### src/rtl/core_pkg.sv
// Shared core-wide constants for the register file and scoreboard.
package core_pkg;

  localparam int unsigned XLEN       = 32;
  localparam int unsigned NREGS      = 32;
  localparam int unsigned REG_ADDR_W = 5;
  localparam int unsigned PENDING_W  = 6;

  localparam logic [REG_ADDR_W-1:0] REG_ZERO = 5'd0;

  typedef logic [REG_ADDR_W-1:0] reg_addr_t;

endpackage

### src/rtl/reg_file_scoreboard_if.sv
// Bundle of write-back, operand-read and issue signals between the
// pipeline (master) and the register file / scoreboard (slave).
interface reg_file_scoreboard_if #(
  parameter int unsigned XLEN  = core_pkg::XLEN,
  parameter int unsigned NREGS = core_pkg::NREGS
);
  import core_pkg::*;

  logic                 wb_we;
  reg_addr_t            wb_rd;
  logic [XLEN-1:0]      wb_data;
  reg_addr_t            rs1_addr;
  reg_addr_t            rs2_addr;
  logic [XLEN-1:0]      rs1_data;
  logic [XLEN-1:0]      rs2_data;
  logic                 issue_valid;
  logic                 issue_we;
  reg_addr_t            issue_rd;
  logic                 stall;
  logic [NREGS-1:0]     busy;
  logic [PENDING_W-1:0] pending_count;

  modport master (
    output wb_we, wb_rd, wb_data, rs1_addr, rs2_addr,
    output issue_valid, issue_we, issue_rd,
    input  rs1_data, rs2_data, stall, busy, pending_count
  );

  modport slave (
    input  wb_we, wb_rd, wb_data, rs1_addr, rs2_addr,
    input  issue_valid, issue_we, issue_rd,
    output rs1_data, rs2_data, stall, busy, pending_count
  );

endinterface

### src/rtl/reg_scoreboard.sv
// Pending-write scoreboard: tracks in-flight destinations, raises stall on
// RAW/WAW hazards, and keeps a registered count of busy registers.
module reg_scoreboard #(
  parameter int unsigned NREGS = core_pkg::NREGS
) (
  input  logic                           clk,
  input  logic                           rst,
  input  logic                           wb_we,
  input  core_pkg::reg_addr_t            wb_rd,
  input  core_pkg::reg_addr_t            rs1_addr,
  input  core_pkg::reg_addr_t            rs2_addr,
  input  logic                           issue_valid,
  input  logic                           issue_we,
  input  core_pkg::reg_addr_t            issue_rd,
  output logic                           stall,
  output logic [NREGS-1:0]               busy,
  output logic [core_pkg::PENDING_W-1:0] pending_count
);
  import core_pkg::*;

  logic [NREGS-1:0]     busy_q;
  logic [NREGS-1:0]     busy_nxt;
  logic [NREGS-1:0]     clr_vec;
  logic [NREGS-1:0]     set_vec;
  logic [NREGS-1:0]     hz_vec;
  logic [PENDING_W-1:0] count_q;
  logic [PENDING_W-1:0] count_nxt;
  logic                 accepted;

  // Per-register clear and hazard terms; x0 never clears and never hazards.
  always_comb begin
    clr_vec = '0;
    hz_vec  = '0;
    for (int unsigned r = 1; r < NREGS; r++) begin
      clr_vec[r] = wb_we && (wb_rd == REG_ADDR_W'(r));
      hz_vec[r]  = busy_q[r] && !clr_vec[r];
    end
  end

  // Decode stall: a same-cycle write-back releases the hazard via clr.
  always_comb begin
    stall    = issue_valid &&
               (hz_vec[rs1_addr] || hz_vec[rs2_addr] || (issue_we && hz_vec[issue_rd]));
    accepted = issue_valid && !stall;
  end

  // Next busy vector (set wins over clear) and its popcount.
  always_comb begin
    set_vec   = '0;
    busy_nxt  = busy_q;
    count_nxt = '0;
    for (int unsigned r = 1; r < NREGS; r++) begin
      set_vec[r] = accepted && issue_we && (issue_rd == REG_ADDR_W'(r));
      if (set_vec[r])
        busy_nxt[r] = 1'b1;
      else if (clr_vec[r])
        busy_nxt[r] = 1'b0;
    end
    busy_nxt[0] = 1'b0;
    for (int unsigned r = 0; r < NREGS; r++)
      count_nxt = count_nxt + PENDING_W'(busy_nxt[r]);
  end

  // Scoreboard state register, cleared asynchronously.
  always_ff @(posedge clk or posedge rst) begin
    if (rst) begin
      busy_q  <= '0;
      count_q <= '0;
    end else begin
      busy_q  <= busy_nxt;
      count_q <= count_nxt;
    end
  end

  assign busy          = busy_q;
  assign pending_count = count_q;

endmodule

### src/rtl/reg_file_scoreboard.sv
// Architectural register file with write-through bypass reads, plus the
// pending-write scoreboard that drives decode stall.
module reg_file_scoreboard #(
  parameter int unsigned XLEN  = core_pkg::XLEN,
  parameter int unsigned NREGS = core_pkg::NREGS
) (
  input  logic                  clk,
  input  logic                  rst,
  reg_file_scoreboard_if.slave  bus
);
  import core_pkg::*;

  logic [XLEN-1:0] regs [NREGS];

  // Register array write; x0 writes are dropped so it stays zero.
  always_ff @(posedge clk or posedge rst) begin
    if (rst) begin
      for (int unsigned i = 0; i < NREGS; i++)
        regs[i] <= '0;
    end else if (bus.wb_we && bus.wb_rd != REG_ZERO) begin
      regs[bus.wb_rd] <= bus.wb_data;
    end
  end

  // Operand reads: x0 is zero, same-cycle write-back is bypassed, and the
  // whole file reads as cleared while reset is held.
  always_comb begin
    bus.rs1_data = '0;
    bus.rs2_data = '0;
    if (!rst && bus.rs1_addr != REG_ZERO)
      bus.rs1_data = (bus.wb_we && bus.wb_rd == bus.rs1_addr) ? bus.wb_data
                                                              : regs[bus.rs1_addr];
    if (!rst && bus.rs2_addr != REG_ZERO)
      bus.rs2_data = (bus.wb_we && bus.wb_rd == bus.rs2_addr) ? bus.wb_data
                                                              : regs[bus.rs2_addr];
  end

  reg_scoreboard #(
    .NREGS (NREGS)
  ) u_scoreboard (
    .clk           (clk),
    .rst           (rst),
    .wb_we         (bus.wb_we),
    .wb_rd         (bus.wb_rd),
    .rs1_addr      (bus.rs1_addr),
    .rs2_addr      (bus.rs2_addr),
    .issue_valid   (bus.issue_valid),
    .issue_we      (bus.issue_we),
    .issue_rd      (bus.issue_rd),
    .stall         (bus.stall),
    .busy          (bus.busy),
    .pending_count (bus.pending_count)
  );

endmodule

### src/flat_wrapper.sv
// flat-port wrapper written by rule: the top's interface ports become plain ports
module reg_file_scoreboard_flat import core_pkg::*;
#(
  parameter int unsigned XLEN  = core_pkg::XLEN,
  parameter int unsigned NREGS = core_pkg::NREGS
)
  (clk, rst, bus_wb_we, bus_wb_rd, bus_wb_data, bus_rs1_addr, bus_rs2_addr, bus_issue_valid, bus_issue_we, bus_issue_rd, bus_rs1_data, bus_rs2_data, bus_stall, bus_busy, bus_pending_count);
  reg_file_scoreboard_if #(.XLEN(XLEN), .NREGS(NREGS)) bus_i ();
  input  logic clk;
  input  logic rst;
  input wire logic [$bits(bus_i.wb_we)-1:0] bus_wb_we;
  input wire logic [$bits(bus_i.wb_rd)-1:0] bus_wb_rd;
  input wire logic [$bits(bus_i.wb_data)-1:0] bus_wb_data;
  input wire logic [$bits(bus_i.rs1_addr)-1:0] bus_rs1_addr;
  input wire logic [$bits(bus_i.rs2_addr)-1:0] bus_rs2_addr;
  input wire logic [$bits(bus_i.issue_valid)-1:0] bus_issue_valid;
  input wire logic [$bits(bus_i.issue_we)-1:0] bus_issue_we;
  input wire logic [$bits(bus_i.issue_rd)-1:0] bus_issue_rd;
  output wire logic [$bits(bus_i.rs1_data)-1:0] bus_rs1_data;
  output wire logic [$bits(bus_i.rs2_data)-1:0] bus_rs2_data;
  output wire logic [$bits(bus_i.stall)-1:0] bus_stall;
  output wire logic [$bits(bus_i.busy)-1:0] bus_busy;
  output wire logic [$bits(bus_i.pending_count)-1:0] bus_pending_count;
  assign bus_i.wb_we = bus_wb_we;
  assign bus_i.wb_rd = bus_wb_rd;
  assign bus_i.wb_data = bus_wb_data;
  assign bus_i.rs1_addr = bus_rs1_addr;
  assign bus_i.rs2_addr = bus_rs2_addr;
  assign bus_i.issue_valid = bus_issue_valid;
  assign bus_i.issue_we = bus_issue_we;
  assign bus_i.issue_rd = bus_issue_rd;
  assign bus_rs1_data = bus_i.rs1_data;
  assign bus_rs2_data = bus_i.rs2_data;
  assign bus_stall = bus_i.stall;
  assign bus_busy = bus_i.busy;
  assign bus_pending_count = bus_i.pending_count;
  reg_file_scoreboard #(.XLEN(XLEN), .NREGS(NREGS)) u_core (.clk(clk), .rst(rst), .bus(bus_i));
endmodule
### config.mk
export PLATFORM = sky130hd
export DESIGN_NAME = reg_file_scoreboard_flat
export DESIGN_NICKNAME = d
export VERILOG_FILES = /design/src/rtl/core_pkg.sv /design/src/rtl/reg_file_scoreboard_if.sv /design/src/rtl/reg_scoreboard.sv /design/src/rtl/reg_file_scoreboard.sv /design/src/flat_wrapper.sv
export SDC_FILE = /design/constraint.sdc
export NUM_CORES = 2
export LEC_CHECK = 0
export ABC_CLOCK_PERIOD_IN_PS = 52700
export BUFFER_PORTS_ARGS = -buffer_cell sky130_fd_sc_hd__buf_2
export CORE_UTILIZATION = 35
export CTS_CLUSTER_SIZE = 14
export DETAILED_ROUTE_END_ITERATION = 7
export PLACE_DENSITY = 0.5
export REMOVE_ABC_BUFFERS = 1
export SKIP_CTS_REPAIR_TIMING = 1
export SYNTH_ARGS = -nofsm -noshare
export SYNTH_HDL_FRONTEND = slang
export SYNTH_SLANG_ARGS = --single-unit
### constraint.sdc
create_clock -name clk -period 52.7 [get_ports clk]
set_input_delay 5.27 -clock clk [delete_from_list [all_inputs] [get_ports clk]]
set_output_delay 5.27 -clock clk [all_outputs]
set_load 0.005 [all_outputs]
==> results.md <==
Outcome:
- The flow ran to the end, and the final reports show no timing, DRC or antenna violations.

Placement:
- The worst slack at placement is between 30 and 40 ns.
- Input and output buffers added on the ports amount to 158.
- The global placer's final weighted congestion is 0.834.
- The detailed placement HPWL is 103000 µm.
- After detailed placement, the design holds a cell count of 5759.

Worst setup path:
- In this design, the stage delay of the slowest critical-path cell is 0.90 ns.
- The endpoint arrival time on the critical path is 9.73 ns.
- The depth of the critical timing path with buffers and inverters included is 9.
- The slowest stage of the critical path belongs to the cell buf_4.
- STA classifies the critical path startpoint as a primary input.
- The most critical setup path has its startpoint at bus_rs1_addr[1].
- The worst path required time is approximately 47 ns.
- The startpoint identified for the worst register-to-register timing path is u_core.u_scoreboard.busy[25].
- The critical path class is primary input to output port.
- The worst path buffer plus inverter count is 5.
- The cell family contributing the most delay on the critical path is buffers and inverters.
- Traced cell by cell, the critical path runs through buf_8 > buf_12 > buf_4 > buf_4 > mux4_2 > mux4_2 > mux2i_1 > a211oi_1 > buf_2.
- The number of cells on the worst reg-to-reg path is 22.
- The largest fanout on the critical path is 124.
- The kind of capture point of the worst setup path is an output port.

Detailed routing:
- After detailed routing, the total wire length is 187000 µm.
- The initial DRC count is between 2000 and 3000.
- For this run, design rule violations remaining after detail routing come to 0.
- The average routed wire per standard cell is 31.3 µm.
- The first-pass iteration count of the detailed router is 5.
- The mean number of vias per cell is 5.91.
- The number of antenna-violating nets in the routed design is 0.
- The detailed router placed 35400 vias in this run.

Synthesis:
- The count of unique library cells instantiated by Yosys is 60.
- By area the synthesized netlist is led by dfrtp_1 46%, mux4_2 25%, mux2_2 19%, clkbuf_1 2.0%, mux2i_1 1.2%.
- After synthesis, the mean cell area works out to 15.3 µm².
- The warning count from the yosys run is 0.
- The dominant synthesized flop cell is dfrtp_1.
- In this run, synthesis inferred 0 flip-flops with an integrated enable.
- The cell taking the most area after synthesis is dfrtp_1.
- The fraction of synthesis flops using an asynchronous set or reset pin is 100%.
- The area share of the leading cell type in the synthesized netlist is 45.9%.
- The gate count of the mapped netlist is 3772.
- Counting flops and latches in the post-synthesis netlist gives 1061.
- In this run the cell area of the synthesized design comes to 57800 µm².
- The proportion of synthesized chip area in sequential cells is 45.9%.

Final layout:
- The finished layout holds 5990 standard cells, fillers aside.
- The area used by multi-input combinational logic is slightly below 30000 µm².
- The net total in the final layout is 3794.
- The top cell types in the final layout, fill and taps aside, are 1061 x dfrtp_1, 961 x mux2_2, 641 x mux4_2.
- Leaving out fill and tap cells, the most frequent cell in the layout is dfrtp_1.
- The filler cells instantiated in the layout total roughly 15000.
- Relative to the synthesized area, the layout overhead comes to 12.4%.
- Across the whole layout, storage elements account for 26600 µm².
- The ratio of cells with drive above 1 in the final layout is 55.0%.

STA:
- At the pin with the least slew margin, the transition time is 1.14 ns.
- Measured against its own limit, the worst slew margin works out to 23.7%.
- The number of pins exceeding their max-slew limit in the final report was 0.
- The worst path in the final design needs a cycle of between 15 and 20 ns, including I/O delays and setup.
- The final count of hold timing violations was 0.
- The number of failing setup endpoints in the final timing report is 0.
- Setup slack on the critical path of the routed design comes to ~38 ns.
- Dividing the final minimum period by the clock period gives 28.5%.
- The maximum clock frequency is between 60 and 70 MHz.
- For the final routed database, the setup TNS stands at 0 ns.
- The clock skew is 0.00853 ns.
- Setup repair after global routing left no endpoint under its margin.

Floorplanning:
- 160 I/O pins were placed.
- The horizontal die dimension is 409 µm.
- The die area is 167000 µm².
- The count of standard-cell rows is between 100 and 150.
- The die is 409 µm tall.
- Once the floorplan was initialized, standard cells occupied 35.4% of the core.
- In this run the standard cell core region covers 163000 µm².

Power:
- Net switching is approximately 27% of the power.
- VDD sags by at most 28.8 µV.
- The clock network fraction of design power is about 36%.
- The internal power of the cells totals 0.00182 W.
- The analysis attributes to net switching a power of ~0.00069 W.
- The share of power burned in registers is 42.9%.
- The proportion of power drawn by combinational gates is around a fifth.
- For this design the static power due to leakage is 27.7 nW.
- The total power density per cell area is 38.6 nW/µm².

Global route:
- The initial antenna violation count came to 6.
- For this run the aggregate overflow at the end of global routing stands at 0.
- The wire length of the first global-routing pass is 276000 µm.
- The overall fraction of global-route tracks in use is between 20% and 30%.
- Entering global routing, the biggest net connects 148 pins.
- The number of global-route vias before repair is 36700.

Worst hold path:
- The startpoint identified for the worst hold timing path is u_core.regs[1013].
- The worst min-delay path category is flip-flop to flip-flop.
- The number of cells traversed by the worst hold path is 0.

Clock tree:
- In this run the number of H-tree levels came out at 3.
- The maximum buffer depth of the clock tree is 3.
- The number of buffers added by the clock tree synthesis step is 121.
- After clock tree synthesis, the clock-pin slew on the worst setup and hold paths is 0.06 ns.
- The later pin in the worst-skew pair is clocked with a latency of 0.72 ns.
- The TritonCTS sink count is 1061.
- The CTS root buffer is clkbuf_16.
- The TritonCTS clock tree is done.

Job:
- Across the run, the number of max-cap violations was 0.
==> registers in the layout, indices dropped and copies added (netlist names) <==
| register | count |
|---|---|
| u_core.regs | 1024 |
| u_core.u_scoreboard.busy | 31 |
| u_core.u_scoreboard.pending_count | 6 |
==> layer usage <==
metal | vias to the layer above | part of all wire [%] | track usage (%)
met4 | 0 | 2.2 | 5.59
li1 | 14500 | - | -
met2 | 985 | 47 | 35.6
met1 | 19700 | 46 | 33.2
met3 | 249 | 4.7 | 2.91
met5 | - | 0 | 0
==> final cells by class <==
class | instances | area share [%]
tap | 2175 | 4.19
antenna | 2 | 0.00770
clock buffer | 180 | 5.56
clock inverter | 49 | 0.989
sequential | 1061 | 40.8
timing repair buffer | 241 | 2.33
multi-input combinational | 2249 | 45.9
inverter | 33 | 0.214
==> synthesized netlist by cell type (all sizes together) (10+ instances only) <==
cell,instances
nor2,104
nand2,158
clkbuf,312
mux4,641
dfrtp,1061
o21ai,26
mux2,961
o211ai,16
buf,117
nand3,10
fa,23
a21oi,11
o31ai,32
nand2b,10
a211oi,66
inv,33
nor3,12
mux2i,68
==> power by group through the flow <==
| stage | clock network [W] | registers (W) | logic (W) |
|---|---|---|---|
| global placement | 0 | 0.00108 | 0.000533 |
| finish | 0.000898 | 0.00108 | 0.000536 |
| detailed placement | 0 | 0.00109 | 0.000542 |
| floorplan | 0 | 0.00105 | 0.000395 |
| CTS | 0.000920 | 0.00107 | 0.000543 |
| global route | 0.000953 | 0.00110 | 0.000580 |
==> logic make-up (layout without fill, tap and decap cells) <==
logic type	after synthesis	count (layout)	share of synthesized area (%)
AOI/OAI and AO/OA	201	201	2.53
and+or+nand+nor	334	334	2.53
adders and majority gates	30	30	0.948
buffers and inverters	462	503	3.04
muxes	1670	1670	44.8
xor gates and xnor gates	13	13	0.197
other	1	3	0.00648
DFF	1061	1061	45.9
==> stage by stage <==
step	hold WS (ns)	utilization, %	area [µm²]	total power [W]
3_5_place_dp	0.382	37.2	60700	0.00163
5_1_grt	0.407	39.8	65000	0.00263
6_report	0.393	39.8	65000	0.00251
4_1_cts	0.396	39.8	65000	0.00254
2_1_floorplan	0.365	-	56200	0.00145
3_3_place_gp	0.377	37.2	60700	0.00162
==> final timing paths <==
| path | to | slack (ns) |
|---|---|---|
| max in group asynchronous | u_core.regs[695] | 44.65 |
| worst max-delay path | bus_rs1_data[9] | 37.70 |
| worst max register to register | u_core.u_scoreboard.pending_count[4] | 45.50 |
| worst min-delay path | u_core.regs[1013] | 0.39 |
| min in group asynchronous | u_core.regs[481] | 4.53 |
| worst min register to register | u_core.regs[1013] | 0.39 |
Note: power is estimated with default switching activity, not from simulation.
